**config.mk**
```make
export PLATFORM = sky130hd
export DESIGN_NAME = ascon_serial_ctrl
export DESIGN_NICKNAME = d
export VERILOG_FILES = /design/src/rtl/ascon_serial_ctrl.sv
export SDC_FILE = /design/constraint.sdc
export NUM_CORES = 1
export LEC_CHECK = 0
export CAP_MARGIN = 5
export CORE_AREA = 3 3 268 270
export DETAILED_ROUTE_END_ITERATION = 8
export DIE_AREA = 0 0 271 273
export GPL_TIMING_DRIVEN = 0
export PLACE_DENSITY = 0.7
export SKIP_LAST_GASP = 1
export SLEW_MARGIN = 15
export SYNTH_ARGS = -nofsm -noshare
export SYNTH_HDL_FRONTEND = slang
export SYNTH_SLANG_ARGS = --single-unit
```
**constraint.sdc**
```tcl
create_clock -name clk -period 31.4 [get_ports clk]
set_input_delay 6.28 -clock clk [delete_from_list [all_inputs] [get_ports clk]]
set_output_delay 6.28 -clock clk [all_outputs]
set_load 0.005 [all_outputs]
```
**src/rtl/ascon_serial_ctrl.sv**
```systemverilog
// Command sequencer for the bit-serial ASCON-128 core: loads key, nonce, AD and data
// MSB-first, starts the core under a watchdog and deserialises data and tag.
module ascon_serial_ctrl #(
    parameter int K         = 128,
    parameter int L         = 40,
    parameter int Y         = 104,
    parameter int START_LEN = 3,
    parameter int TIMEOUT   = 4096
) (
    input  logic           clk,
    input  logic           rst,
    input  logic           cmd_valid,
    output logic           cmd_ready,
    input  logic           cmd_decrypt,
    input  logic [K-1:0]   cmd_key,
    input  logic [127:0]   cmd_nonce,
    input  logic [L-1:0]   cmd_ad,
    input  logic [Y-1:0]   cmd_data,
    output logic           res_valid,
    input  logic           res_ready,
    output logic           res_err,
    output logic [Y-1:0]   res_data,
    output logic [127:0]   res_tag,
    output logic [31:0]    run_cycles,
    output logic           busy,
    output logic           core_rst,
    output logic           keyxSI,
    output logic           noncexSI,
    output logic           associated_dataxSI,
    output logic           input_dataxSI,
    output logic           ascon_startxSI,
    output logic           decrypt,
    input  logic           output_dataxSO,
    input  logic           tagxSO,
    input  logic           ascon_readyxSO
);
    function automatic int max2(input int a, input int b);
        return (a > b) ? a : b;
    endfunction

    localparam int LOAD_LEN = max2(max2(K, 128), max2(L, Y));
    localparam int CAP_LEN  = max2(Y, 128);

    function automatic logic [31:0] sat_inc(input logic [31:0] v);
        return (v == '1) ? v : v + 32'd1;
    endfunction

    typedef enum logic [3:0] {
        IDLE, CRST, LOAD, START, WAIT, SKIP, CAP, DONE, ERR
    } state_t;

    state_t         state;
    logic [31:0]    cnt;
    logic [K-1:0]   key_sh;
    logic [127:0]   nonce_sh;
    logic [L-1:0]   ad_sh;
    logic [Y-1:0]   data_sh;

    // Operand shift registers drain MSB-first and zero-fill, so shorter fields
    // naturally present 0 once they run out during the common LOAD window.
    always_ff @(posedge clk) begin
        if (rst) begin
            state              <= IDLE;
            cnt                <= '0;
            cmd_ready          <= 1'b1;
            busy               <= 1'b0;
            core_rst           <= 1'b1;
            keyxSI             <= 1'b0;
            noncexSI           <= 1'b0;
            associated_dataxSI <= 1'b0;
            input_dataxSI      <= 1'b0;
            ascon_startxSI     <= 1'b0;
            decrypt            <= 1'b0;
            res_valid          <= 1'b0;
            res_err            <= 1'b0;
            res_data           <= '0;
            res_tag            <= '0;
            run_cycles         <= '0;
        end else begin
            case (state)
                IDLE: begin
                    core_rst <= 1'b0;
                    if (cmd_valid) begin
                        key_sh     <= cmd_key;
                        nonce_sh   <= cmd_nonce;
                        ad_sh      <= cmd_ad;
                        data_sh    <= cmd_data;
                        decrypt    <= cmd_decrypt;
                        res_data   <= '0;
                        res_tag    <= '0;
                        run_cycles <= '0;
                        cmd_ready  <= 1'b0;
                        busy       <= 1'b1;
                        core_rst   <= 1'b1;
                        cnt        <= '0;
                        state      <= CRST;
                    end
                end
                CRST: begin
                    if (cnt == 32'd1) begin
                        core_rst           <= 1'b0;
                        keyxSI             <= key_sh[K-1];
                        noncexSI           <= nonce_sh[127];
                        associated_dataxSI <= ad_sh[L-1];
                        input_dataxSI      <= data_sh[Y-1];
                        key_sh             <= key_sh << 1;
                        nonce_sh           <= nonce_sh << 1;
                        ad_sh              <= ad_sh << 1;
                        data_sh            <= data_sh << 1;
                        cnt                <= '0;
                        state              <= LOAD;
                    end else begin
                        cnt <= cnt + 32'd1;
                    end
                end
                LOAD: begin
                    if (cnt == 32'(LOAD_LEN - 1)) begin
                        keyxSI             <= 1'b0;
                        noncexSI           <= 1'b0;
                        associated_dataxSI <= 1'b0;
                        input_dataxSI      <= 1'b0;
                        ascon_startxSI     <= 1'b1;
                        cnt                <= '0;
                        state              <= START;
                    end else begin
                        keyxSI             <= key_sh[K-1];
                        noncexSI           <= nonce_sh[127];
                        associated_dataxSI <= ad_sh[L-1];
                        input_dataxSI      <= data_sh[Y-1];
                        key_sh             <= key_sh << 1;
                        nonce_sh           <= nonce_sh << 1;
                        ad_sh              <= ad_sh << 1;
                        data_sh            <= data_sh << 1;
                        cnt                <= cnt + 32'd1;
                    end
                end
                START: begin
                    run_cycles <= sat_inc(run_cycles);
                    if (cnt == 32'(START_LEN - 1)) begin
                        ascon_startxSI <= 1'b0;
                        cnt            <= '0;
                        state          <= WAIT;
                    end else begin
                        cnt <= cnt + 32'd1;
                    end
                end
                WAIT: begin
                    // A ready seen on the last allowed cycle still wins over the watchdog.
                    run_cycles <= sat_inc(run_cycles);
                    if (ascon_readyxSO) begin
                        cnt   <= '0;
                        state <= SKIP;
                    end else if (cnt == 32'(TIMEOUT - 1)) begin
                        res_valid <= 1'b1;
                        res_err   <= 1'b1;
                        res_data  <= '0;
                        res_tag   <= '0;
                        core_rst  <= 1'b1;
                        state     <= ERR;
                    end else begin
                        cnt <= cnt + 32'd1;
                    end
                end
                SKIP: begin
                    if (cnt == 32'd1) begin
                        cnt   <= '0;
                        state <= CAP;
                    end else begin
                        cnt <= cnt + 32'd1;
                    end
                end
                CAP: begin
                    if (cnt < 32'(Y))
                        res_data <= {res_data[Y-2:0], output_dataxSO};
                    if (cnt < 32'd128)
                        res_tag <= {res_tag[126:0], tagxSO};
                    if (cnt == 32'(CAP_LEN - 1)) begin
                        res_valid <= 1'b1;
                        res_err   <= 1'b0;
                        state     <= DONE;
                    end else begin
                        cnt <= cnt + 32'd1;
                    end
                end
                DONE, ERR: begin
                    if (res_ready) begin
                        res_valid <= 1'b0;
                        res_err   <= 1'b0;
                        core_rst  <= 1'b0;
                        cmd_ready <= 1'b1;
                        busy      <= 1'b0;
                        state     <= IDLE;
                    end
                end
                default: state <= IDLE;
            endcase
        end
    end
endmodule

```
# After elaboration in Yosys (flattened, before gate mapping)
# Index checks and enable logic that the tools add are counted.
word_totals:
  inputBits: 408
  mem_bits_rw: 0
  latchBits: 0
  elab_cells: 154
  regBits: 711
  rom_bits: 0
  memories: 0
  out_inout_bits: 275
op_classes:
  addsub: 2
  bitwise: 1
  muxes: 75
  n_div: 0
  n_lt_le_gt_ge: 2
  reduce_logical: 25
  multipliers: 0
  eq_ne: 29
  n_shift: 0
ops:
  columns: ["cell", "n"]
  rows:
  - ["$mux W128", 10]
  - ["$pmux W128 S3", 3]
  - ["$mux W104", 7]
  - ["$pmux W104 S3", 2]
  - ["$mux W32", 8]
  - ["$pmux W32 S6", 1]
  - ["$mux W40", 3]
  - ["$pmux W40 S3", 1]
  - ["$add A32 B1 Y32 const B", 2]
  - ["$pmux W32 S2", 1]
  - ["$mux W4", 9]
  - ["$eq A32 B1 Y1 const B", 1]
  - ["$eq A32 B12 Y1 const B", 1]
  - ["$eq A32 B2 Y1 const B", 1]
  - ["$eq A32 B32 Y1 const B", 1]
  - ["$eq A32 B7 Y1 const B", 1]
  - ["$lt A32 B7 Y1 const B", 1]
  - ["$lt A32 B8 Y1 const B", 1]
  - ["$pmux W4 S8", 1]
  - ["$ne A2 B2 Y1 const B", 14]
  - ["$reduce_and A5 Y1", 5]
  - ["$mux W1", 19]
  - ["$eq A4 B3 Y1 const B", 4]
  - ["$pmux W1 S2", 7]
  - ["other kinds (17)", 30]

# Logic depth before layout (Yosys ltp)
# Gate-level depths: netlist of the first run.
logic_depth:
  depth_word: 4
  mapped_depth: 12
  ltp_nobuf: 9

# Worst setup path after synthesis of the first run
# Ideal clock, no wire load.
synth_path:
  path_kind: "input to register"
  start: "input rst"
  end: "register ad_sh[0] (enable)"
  path_buffers: 1
  setup_ns: 1.296
  setup_slack_ns: 4.090
  arrival_time_ns: 26.014
  t_required_ns: 30.104
  cell_stages: 4
  path_cell_list: "clkbuf_1 nor2_1 o311ai_0 a21oi_1"
synth_between:
  elab_chain_cells: 2
synth_lines:
  columns: ["element", "line", "text"]
  rows:
  - ["start, declared", "11", "input logic rst,"]
  - ["$not A1 Y1 (no source line)", null, null]
  - ["$reduce_and A5 Y1 (no source line)", null, null]
  - ["end signal, assigned", "86", "ad_sh <= cmd_ad;"]
  - ["end signal, assigned", "108", "ad_sh <= ad_sh << 1;"]
  - ["end signal, assigned", "132", "ad_sh <= ad_sh << 1;"]
  - ["end, declared", "56", "logic [L-1:0] ad_sh;"]
# Every way passes these cells.
# A chain may end at the register's enable or synchronous reset.

# Worst setup path in the final report of the first run
layout_path:
  start: "input rst"
  end: "register ad_sh[29] (enable)"
# The elaborated chain is that of the path after synthesis.

==> results of run 1 <==
[worst min-delay path: cells and delay by family (launching register included)]
| kind | cells | cell delay, ns |
|---|---|---|
| DFF | 1 | 0.31 |
| and+or+nand+nor | 1 | 0.06 |
| AOI/OAI and AO/OA | 1 | 0.05 |
[cell usage after synthesis, drive strengths merged, types with 11 or more instances]
| cell | n |
|---|---|
| clkbuf | 155 |
| xor2 | 36 |
| mux2 | 396 |
| and3 | 16 |
| a21oi | 243 |
| nor2 | 96 |
| nand2 | 270 |
| edfxtp | 400 |
| xnor2 | 24 |
| and2 | 11 |
| buf | 17 |
| dfxtp | 311 |
| nor3 | 14 |
| nand4 | 29 |
| nand3 | 257 |
[registers in the layout, indices dropped and copies added, names as in the netlist, 4 cells and up]
signal,flops
ad_sh,40
cnt,32
data_sh,104
key_sh,128
nonce_sh,128
res_data,104
res_tag,128
run_cycles,32
state,4
[layer usage]
layer / vias up / routed length (um)
met1: 10600 / 31300
met4: 44 / 2810
met5: - / 301
li1: 10300 / -
met3: 199 / 8210
met2: 870 / 44900
[report_power, final]
| part | internal, mW | total [mW] | switching (mW) |
|---|---|---|---|
| Clock | 0.543 | 0.918 | 0.375 |
| Combinational | 0.491 | 1.01 | 0.521 |
| Sequential | 1.29 | 1.35 | 0.0573 |
| Total | 2.32 | 3.28 | 0.954 |
[cell type report]
class / instances / area, um^2 / share of cell area (%)
Sequential cell: 711 / 18200 / 45.4
Multi-Input combinational cell: 1494 / 10100 / 25.1
Timing Repair Buffer: 700 / 7290 / 18.1
Clock buffer: 116 / 2340 / 5.81
Tap cell: 940 / 1180 / 2.93
Buffer: 172 / 707 / 1.76
Clock inverter: 25 / 273 / 0.678
Antenna cell: 20 / 50.0 / 0.124
Inverter: 9 / 33.8 / 0.0840
[cell families (layout without fill, tap and decap cells)]
| kind of cell | after synthesis | after routing | synth area share (%) |
|---|---|---|---|
| and+or+nand+nor | 742 | 742 | 11.9 |
| buffers and inverters | 181 | 1022 | 2.55 |
| adders and majority gates | 4 | 4 | 0.172 |
| DFF | 711 | 711 | 62.8 |
| muxes | 406 | 406 | 15.7 |
| other | 0 | 20 | 0 |
| AOI/OAI and AO/OA | 282 | 282 | 5.17 |
| xor gates and xnor gates | 60 | 60 | 1.81 |
[path summary, 6_finish.rpt]
path	slack (ns)	to	cells past startpoint	start
worst max-delay path	22.80	ad_sh[29]	8	rst
worst min-delay path	0.47	res_tag[127]	2	res_tag[127]
worst max register to register	27.46	ad_sh[29]	12	cnt[0]
worst min register to register	0.47	res_tag[127]	2	res_tag[127]
[stage by stage]
step	hold WS, ns	setup WS, ns	instances	util, %	power, mW
floorplan	0.448	4.09	2386	-	2.18
global placement	0.442	-3.38	4007	53.1	2.46
detailed placement	0.444	22.05	4026	53.8	2.38
CTS	0.472	22.74	4167	57.5	3.31
global route	0.490	22.56	4181	57.6	3.44
finish	0.470	22.80	4187	57.6	3.28
==> run metrics, run 1 <==
Mapped Area=29100 um^2; LEAKAGE=13.4 nW; GRT met3 Usage=8.25%; # IOs=683; top-area cell type share of the netlist area=41.3%; DIE WIDTH=271 um; commonest non-fill, non-tap cells in the layout=681 x clkdlybuf4s50_1, 400 x edfxtp_1, 396 x mux2_2; crit-path max FO=27; Yosys warnings=0; die area=74000 um^2; Slew Limit Fails=0; Detailed Route Iter0 Violations=1564; Post CTS Setup Buffer Count=0; Sink Count=711; Power Dens Cells=81.6 nW/um^2; Crit. End Element=flop; CP max-delay cell=a21oi_4; Gate Count Post-Synth=2386; cell family with most CP delay=buffers and inverters; clock slew at reported path FFs=0.06 ns; Avg WL per Cell=20.9 um; core box area=69800 um^2; number of nets in the layout=3577; main flop type after synthesis=edfxtp_1; total global routing overflow=0; CTS resizes=0; sequential area share after synthesis=62.8%; EDFF count, synth=400; first-pass detailed-route iteration total=6; DR vias=21900; final instance area=40200 um^2; final hold vios=0; largest net degree at the start of global routing=28; crit start category=input pin; CTS Buf Count=77; via/cell ratio=5.24; CP arrival=8.90 ns; total wire length=87.6 mm; crit path buf inv count=5; DP Area=37500 um^2; status=finished, final reports clean; Starting Density=41.6%; share of layout cells above drive strength 1=17.2%; maximum clock path buffer count=3; Critical Path RT=31.70 ns; RSZ-0062 raised after global routing=false; final setup fails=0; met2 global-route usage=40.8%; die height=273 um; synthesized net count=2798; max incr delay on CP=0.70 ns; Area Growth Syn to Fin=38.3%; Synth area leader=edfxtp_1; Hold WC Path Type=reg -> reg; Peak VDD IR=0.0592 mV; # H-tree levels=3; worst slew pin tran=1.06 ns; min cycle time layout=8.60 ns; Clock Skew=0.0283 ns; final setup TNS=0 ns; FFs w/ async S/R, synth=0%; max cap viols=0; #FFs+latches synth=711; Unique masters post-synth=50; routing usage on met1=24.6%; Hold Buf Count CTS=0; Synth Area per Inst=12.2 um^2; CTS root buf=clkbuf_16; vias in the first global route=22000; commonest non-fill, non-tap cell in the layout=clkdlybuf4s50_1; slew margin rel.=28.9%; initial antenna violation count=46; grt peak-use layer=met2; GR Util All Layers=22.8%; Fillers=5608; Fmax=0.116 GHz; post-DP HPWL=67.8 mm; largest cells by area after synthesis=edfxtp_1 41%, dfxtp_1 21%, mux2_2 15%; number of placement rows=97; RD Place Congestion=0.888; # port buffers=681; final antenna-violating net count=0; critical path class=in -> reg; critical path cell sequence=clkbuf_1 > nor2_1 > o311ai_0 > a21oi_4 > buf_16 > buf_16 > buf_12 > buf_12; Final period util=27.4%; global-route wire length before repair=131 mm; DRC=0; worst skew pair latency=0.62 ns; CTS tree=done
(Power assumes the default switching activity.)
==> run 2: changes to the inputs <==
Settings changed: CORE_AREA 3 3 268 270 to 3 3 266 268, DIE_AREA 0 0 271 273 to 0 0 269 271, PLACE_DENSITY 0.7 to 0.74.
Clock period 31.4 ns to 7.1 ns, I/O delays scaled along.
==> run 2 against run 1 <==
Effect of this change:
- largest power group unchanged
- core utilization is 0.80 points higher
- critical path type is now reg -> reg
- sequential power grew to 4.4 times the previous value
- register-to-register slack worse by 24 ns
- critical path depth is 5 higher
- global-route usage hardly changed
- sequential share of layout area is 0.16 points higher
- clock-buffer cell count is 13 lower
- clock skew hardly changed
- combinational power grew to 4.5 times the previous value
- die area is 1.5% lower
- non-clock buffer count stayed put
- largest cell class unchanged
- worst setup slack worse by 20 ns
==> run metrics, run 2 (synthesis results as in run 1) <==
crit-path max FO=23 (was 27); crit path buf inv count=6 (was 5); critical path cell sequence=or4_1 > nor4_4 > nand3_1 > nor3_1 > nor2_4 > o311ai_4 > a21oi_4 > buf_16 > buf_12 > buf_16 > buf_16 > buf_16 > buf_16 (was clkbuf_1 > nor2_1 > o311ai_0 > a21oi_4 > buf_16 > buf_16 > buf_12 > buf_12); crit start category=flop (was input pin); max incr delay on CP=0.61 ns (was 0.70 ns); DRC=0 (unchanged); # H-tree levels=3 (unchanged); CP max-delay cell=or4_1 (was a21oi_4); commonest non-fill, non-tap cell in the layout=clkdlybuf4s50_1 (unchanged); Starting Density=42.4% (was 41.6%); Area Growth Syn to Fin=37.8% (was 38.3%); Largest regs=key_sh (128), nonce_sh (128), res_tag (128) (unchanged); DP Area=37600 um^2 (was 37500 um^2); maximum clock path buffer count=3 (unchanged); reg-to-reg startpoint=cnt[7] (was cnt[0]); most used cell, CP=buf_16; final hold vios=0 (unchanged); # port buffers=681 (unchanged); Fillers=5609 (was 5608); Crit. End Element=flop (unchanged); DIE WIDTH=269 um (was 271 um); first-pass detailed-route iteration total=5 (was 6); Peak VDD IR=0.243 mV (was 0.0592 mV); Avg WL per Cell=20.6 um (was 20.9 um); Min-Delay Startpoint=res_data[103] (was res_tag[127]); Clock Skew=0.0285 ns (was 0.0283 ns); worst skew pair latency=0.61 ns (was 0.62 ns); min cycle time layout=3.95 ns; die height=271 um (was 273 um); reg2reg end=key_sh[10] (was ad_sh[29]); CP arrival=4.31 ns (was 8.90 ns); Min-Delay Endpoint=res_data[103] (was res_tag[127]); Slew Limit Fails=0 (unchanged); RSZ-0062 raised after global routing=false (unchanged); total wire length=85.7 mm (was 87.6 mm); reg2reg path depth=13 (was 12); largest net degree at the start of global routing=26 (was 28); Final period util=55.6%; core box area=68600 um^2 (was 69800 um^2); vias in the first global route=21300 (was 22000); number of placement rows=96 (was 97); post-DP HPWL=64.5 mm (was 67.8 mm); Detailed Route Iter0 Violations=1575 (was 1564); via/cell ratio=5.22 (was 5.24); Critical Path RT=7.46 ns (was 31.70 ns); final instance area=40100 um^2 (was 40200 um^2); CTS root buf=clkbuf_16 (unchanged); share of layout cells above drive strength 1=17.0% (was 17.2%); Fmax=0.253 GHz; cell family with most CP delay=simple AND/OR/NAND/NOR gates (was buffers and inverters); number of nets in the layout=3575 (was 3577); CTS resizes=0 (unchanged); Post CTS Setup Buffer Count=0 (unchanged); CTS Buf Count=75 (was 77); Reg2Reg Setup Slack=3.15 ns (was 27.46 ns); DR vias=21700 (was 21900); worst hold path depth=2 (unchanged); commonest non-fill, non-tap cells in the layout=681 x clkdlybuf4s50_1, 400 x edfxtp_1, 396 x mux2_2 (unchanged); RD Place Congestion=0.922 (was 0.888); Power Dens Cells=359 nW/um^2 (was 81.6 nW/um^2); global-route wire length before repair=128 mm (was 131 mm); fin worst setup slack=3.15 ns (was 22.80 ns); Hold Buf Count CTS=0 (unchanged); worst slew pin tran=1.11 ns (was 1.06 ns); # IOs=683 (unchanged); final setup fails=0 (unchanged); die area=72900 um^2 (was 74000 um^2); CTS tree=done (unchanged); fin util=58.4% (was 57.6%); status=finished, final reports clean (unchanged); LEAKAGE=13.3 nW (was 13.4 nW); final antenna-violating net count=0 (unchanged); slew margin rel.=25.5% (was 28.9%); total global routing overflow=0 (unchanged); Hold WC Path Type=reg -> reg (unchanged); critical path class=reg -> reg (was in -> reg); GR Util All Layers=22.8% (about the same); Sink Count=711 (unchanged); DP Worst Slack=2.85 ns (was 22.05 ns); initial antenna violation count=33 (was 46); max cap viols=0 (unchanged); clock slew at reported path FFs=0.06 ns (about the same)
## run 2: worst reg2reg max path, cell delays in order (launching register included)
cell      delay [ns]
dfxtp_1         0.38
or4_1           0.61
nor4_4          0.40
nand3_1         0.30
nor3_1          0.46
nor2_4          0.13
o311ai_4        0.10
a21oi_4         0.14
buf_16          0.25
buf_12          0.19
buf_16          0.19
buf_16          0.19
buf_16          0.18
buf_16          0.18
## run 2: where the power goes
part	switching (mW)	internal, mW
Combinational	2.31	2.19
Clock	1.63	2.26
Sequential	0.262	5.71
## run 2: cell type report
| type | instances | area (um^2) | area share, % |
|---|---|---|---|
| Inverter | 9 | 33.8 | 0.0843 |
| Sequential cell | 711 | 18200 | 45.5 |
| Clock inverter | 32 | 320 | 0.800 |
| Buffer | 172 | 728 | 1.82 |
| Antenna cell | 15 | 37.5 | 0.0937 |
| Tap cell | 931 | 1160 | 2.91 |
| Multi-Input combinational cell | 1494 | 10100 | 25.3 |
| Clock buffer | 103 | 2110 | 5.26 |
| Timing Repair Buffer | 700 | 7310 | 18.3 |
## run 2: worst max-delay path by stage
stage | from | endpoint | slack, ns | cells after the start
5_1_grt | cnt[7] | key_sh[49] | 2.95 | 13
2_1_floorplan | rst | ad_sh[0] | -1.70 | 4
3_3_place_gp | cmd_valid | key_sh[16] | -5.13 | 3
6_report | cnt[7] | key_sh[10] | 3.15 | 13
3_5_place_dp | cmd_valid | key_sh[5] | 2.85 | 9
4_1_cts | cnt[7] | key_sh[49] | 3.16 | 13
## run 2: routing by layer
layer  share of wire, %  up-vias  GRT usage (%)
met1                 37    10400           25.6
li1                   -    10300              -
met5               0.32        -              0
met2                 49      834           38.8
met3                9.7      211           8.52
met4                3.9       40           9.58
## run 2: stage by stage
stage / hold slack, ns / setup TNS (ns) / cells / total power, mW
2_1_floorplan: 0.448 / -678.48 / 2386 / 9.27
3_3_place_gp: 0.439 / -2024.69 / 3998 / 10.5
3_5_place_dp: 0.457 / 0 / 4017 / 10.6
4_1_cts: 0.465 / 0 / 4152 / 14.5
5_1_grt: 0.481 / 0 / 4159 / 15.1
6_report: 0.466 / 0 / 4167 / 14.4
==> run 3: changes to the inputs <==
Clock period 7.1 ns to 3.38 ns, I/O delays scaled along.
==> run 3 against run 2 <==
Effect of this change:
- sequential cell count stayed put
- total power is 110% higher
- core utilization is 0.18 points higher
==> run metrics, run 3 (synthesis results as in run 1) <==
status=finished, final reports clean (unchanged); GR Util All Layers=23.0% (was 22.8%); Largest regs=key_sh (128), nonce_sh (128), res_tag (128) (unchanged); core box area=68600 um^2 (unchanged); Tot Pwr=30.3 mW (was 14.4 mW); # IOs=683 (unchanged); Avg WL per Cell=20.7 um (was 20.6 um); final hold vios=0 (unchanged); crit start category=flop (unchanged); Hold Buf Count CTS=0 (unchanged); DP Area=37600 um^2 (about the same); min cycle time layout=3.30 ns (was 3.95 ns); final setup TNS=0 ns (unchanged); Detailed Route Iter0 Violations=1478 (was 1575); DRC=0 (unchanged); post-DP HPWL=64.9 mm (was 64.5 mm); die height=271 um (unchanged); Critical Path RT=3.73 ns (was 7.46 ns); die area=72900 um^2 (unchanged); final antenna-violating net count=0 (unchanged); number of placement rows=96 (unchanged); max cap viols=0 (unchanged); Hold WC Path Type=reg -> reg (unchanged); fin worst setup slack=0.0813 ns (was 3.15 ns); final setup fails=0 (unchanged); worst skew pair latency=0.62 ns (was 0.61 ns); Peak VDD IR=0.515 mV (was 0.243 mV); crit-path max FO=33 (was 23); clock slew at reported path FFs=0.06 ns (about the same); critical path cell sequence=or4_4 > nor4_4 > nand3_4 > nor3_4 > nor2_2 > o311ai_2 > a21oi_4 > buf_12 > buf_16 > buf_16 > buf_16 > buf_16 (was or4_1 > nor4_4 > nand3_1 > nor3_1 > nor2_4 > o311ai_4 > a21oi_4 > buf_16 > buf_12 > buf_16 > buf_16 > buf_16 > buf_16); first-pass detailed-route iteration total=5 (unchanged); RSZ-0062 raised after global routing=true (was false); slew margin rel.=31.9% (was 25.5%); CTS Buf Count=78 (was 75); total wire length=86.3 mm (was 85.7 mm); final instance area=40200 um^2 (was 40100 um^2); commonest non-fill, non-tap cells in the layout=681 x clkdlybuf4s50_1, 400 x edfxtp_1, 396 x mux2_2 (unchanged); max incr delay on CP=0.54 ns (was 0.61 ns); Power Dens Cells=754 nW/um^2 (was 359 nW/um^2); placed cell count=4017 (unchanged); post-route insts no fill=4167 (unchanged); maximum clock path buffer count=3 (unchanged); Starting Density=42.4% (unchanged); fin util=58.6% (was 58.4%); CP max-delay cell=or4_4 (was or4_1); CTS tree=done (unchanged); DIE WIDTH=269 um (unchanged); Fin Hold WS=0.464 ns (was 0.466 ns); Clock Skew=0.0188 ns (was 0.0285 ns); most used cell, CP=buf_16 (unchanged); number of nets in the layout=3580 (was 3575); CTS root buf=clkbuf_16 (unchanged); commonest non-fill, non-tap cell in the layout=clkdlybuf4s50_1 (unchanged); largest net degree at the start of global routing=34 (was 26); RD Place Congestion=0.925 (was 0.922); vias in the first global route=21300 (about the same); DR vias=21700 (about the same); LEAKAGE=13.4 nW (was 13.3 nW); Crit. End Element=flop (unchanged); total global routing overflow=0 (unchanged); DP Worst Slack=-1.21 ns (was 2.85 ns); share of layout cells above drive strength 1=17.6% (was 17.0%); CP arrival=3.65 ns (was 4.31 ns); initial antenna violation count=25 (was 33); Area Growth Syn to Fin=38.3% (was 37.8%); worst slew pin tran=1.02 ns (was 1.11 ns); # H-tree levels=3 (unchanged); Sink Count=711 (unchanged); Final period util=97.6% (was 55.6%); Slew Limit Fails=0 (unchanged); critical path class=reg -> reg (unchanged); Fmax=0.303 GHz (was 0.253 GHz); via/cell ratio=5.20 (was 5.22); global-route wire length before repair=128 mm (about the same); # port buffers=681 (unchanged)
run 3: cell count changes in the layout (fill, tap and decap cells not counted), sizes merged:
| cell | previous run | this run |
|---|---|---|
| bufinv | 5 | 0 |
| clkinv | 26 | 21 |
| diode | 15 | 11 |
| bufbuf | 0 | 7 |
| inv | 9 | 12 |
| clkbuf | 258 | 263 |
| clkinvlp | 1 | 2 |
| buf | 36 | 34 |
run 3: critical path: cells and delay by family, from the launching register on:
family / cells / cell delay [ns]
AOI/OAI and AO/OA: 2 / 0.20
buffers and inverters: 5 / 0.92
DFF: 1 / 0.34
and+or+nand+nor: 5 / 1.50
run 3: power breakdown:
part / switching [mW] / internal, mW
clock network: 3.52 / 4.63
logic: 4.87 / 4.70
registers: 0.563 / 12.0
run 3: routing by layer:
| metal | up-vias | global-route usage [%] | part of all wire [%] |
|---|---|---|---|
| met5 | - | 0 | 0.19 |
| met4 | 22 | 8.31 | 3.4 |
| met3 | 173 | 7.98 | 9.3 |
| met2 | 830 | 39.9 | 50 |
| met1 | 10400 | 26.1 | 37 |
| li1 | 10200 | - | - |
run 3: worst paths after layout:
check | start | to | slack, ns | depth (start not counted)
setup / recovery | cnt[10] | nonce_sh[99] | 0.08 | 12
hold reg to reg | res_tag[71] | res_tag[71] | 0.46 | 2
setup reg to reg | cnt[10] | nonce_sh[99] | 0.08 | 12
hold / removal | res_tag[71] | res_tag[71] | 0.46 | 2
run 3: layout make-up:
class | instances | area (um^2)
Fill cell | 5585 | 28400
Clock inverter | 26 | 191
Buffer | 169 | 707
Timing Repair Buffer | 705 | 7410
Tap cell | 931 | 1160
Sequential cell | 711 | 18200
Antenna cell | 11 | 27.5
Multi-Input combinational cell | 1494 | 10200
Clock buffer | 111 | 2240
Inverter | 9 | 33.8
run 3: repair_timing:
action,in CTS,in global routing
gates resized for setup,9,15
pin swaps,3,2
gates cloned,7,0
endpoints found under the hold margin,0,0
buffers inserted,4,0
endpoints found under the setup margin,247,175
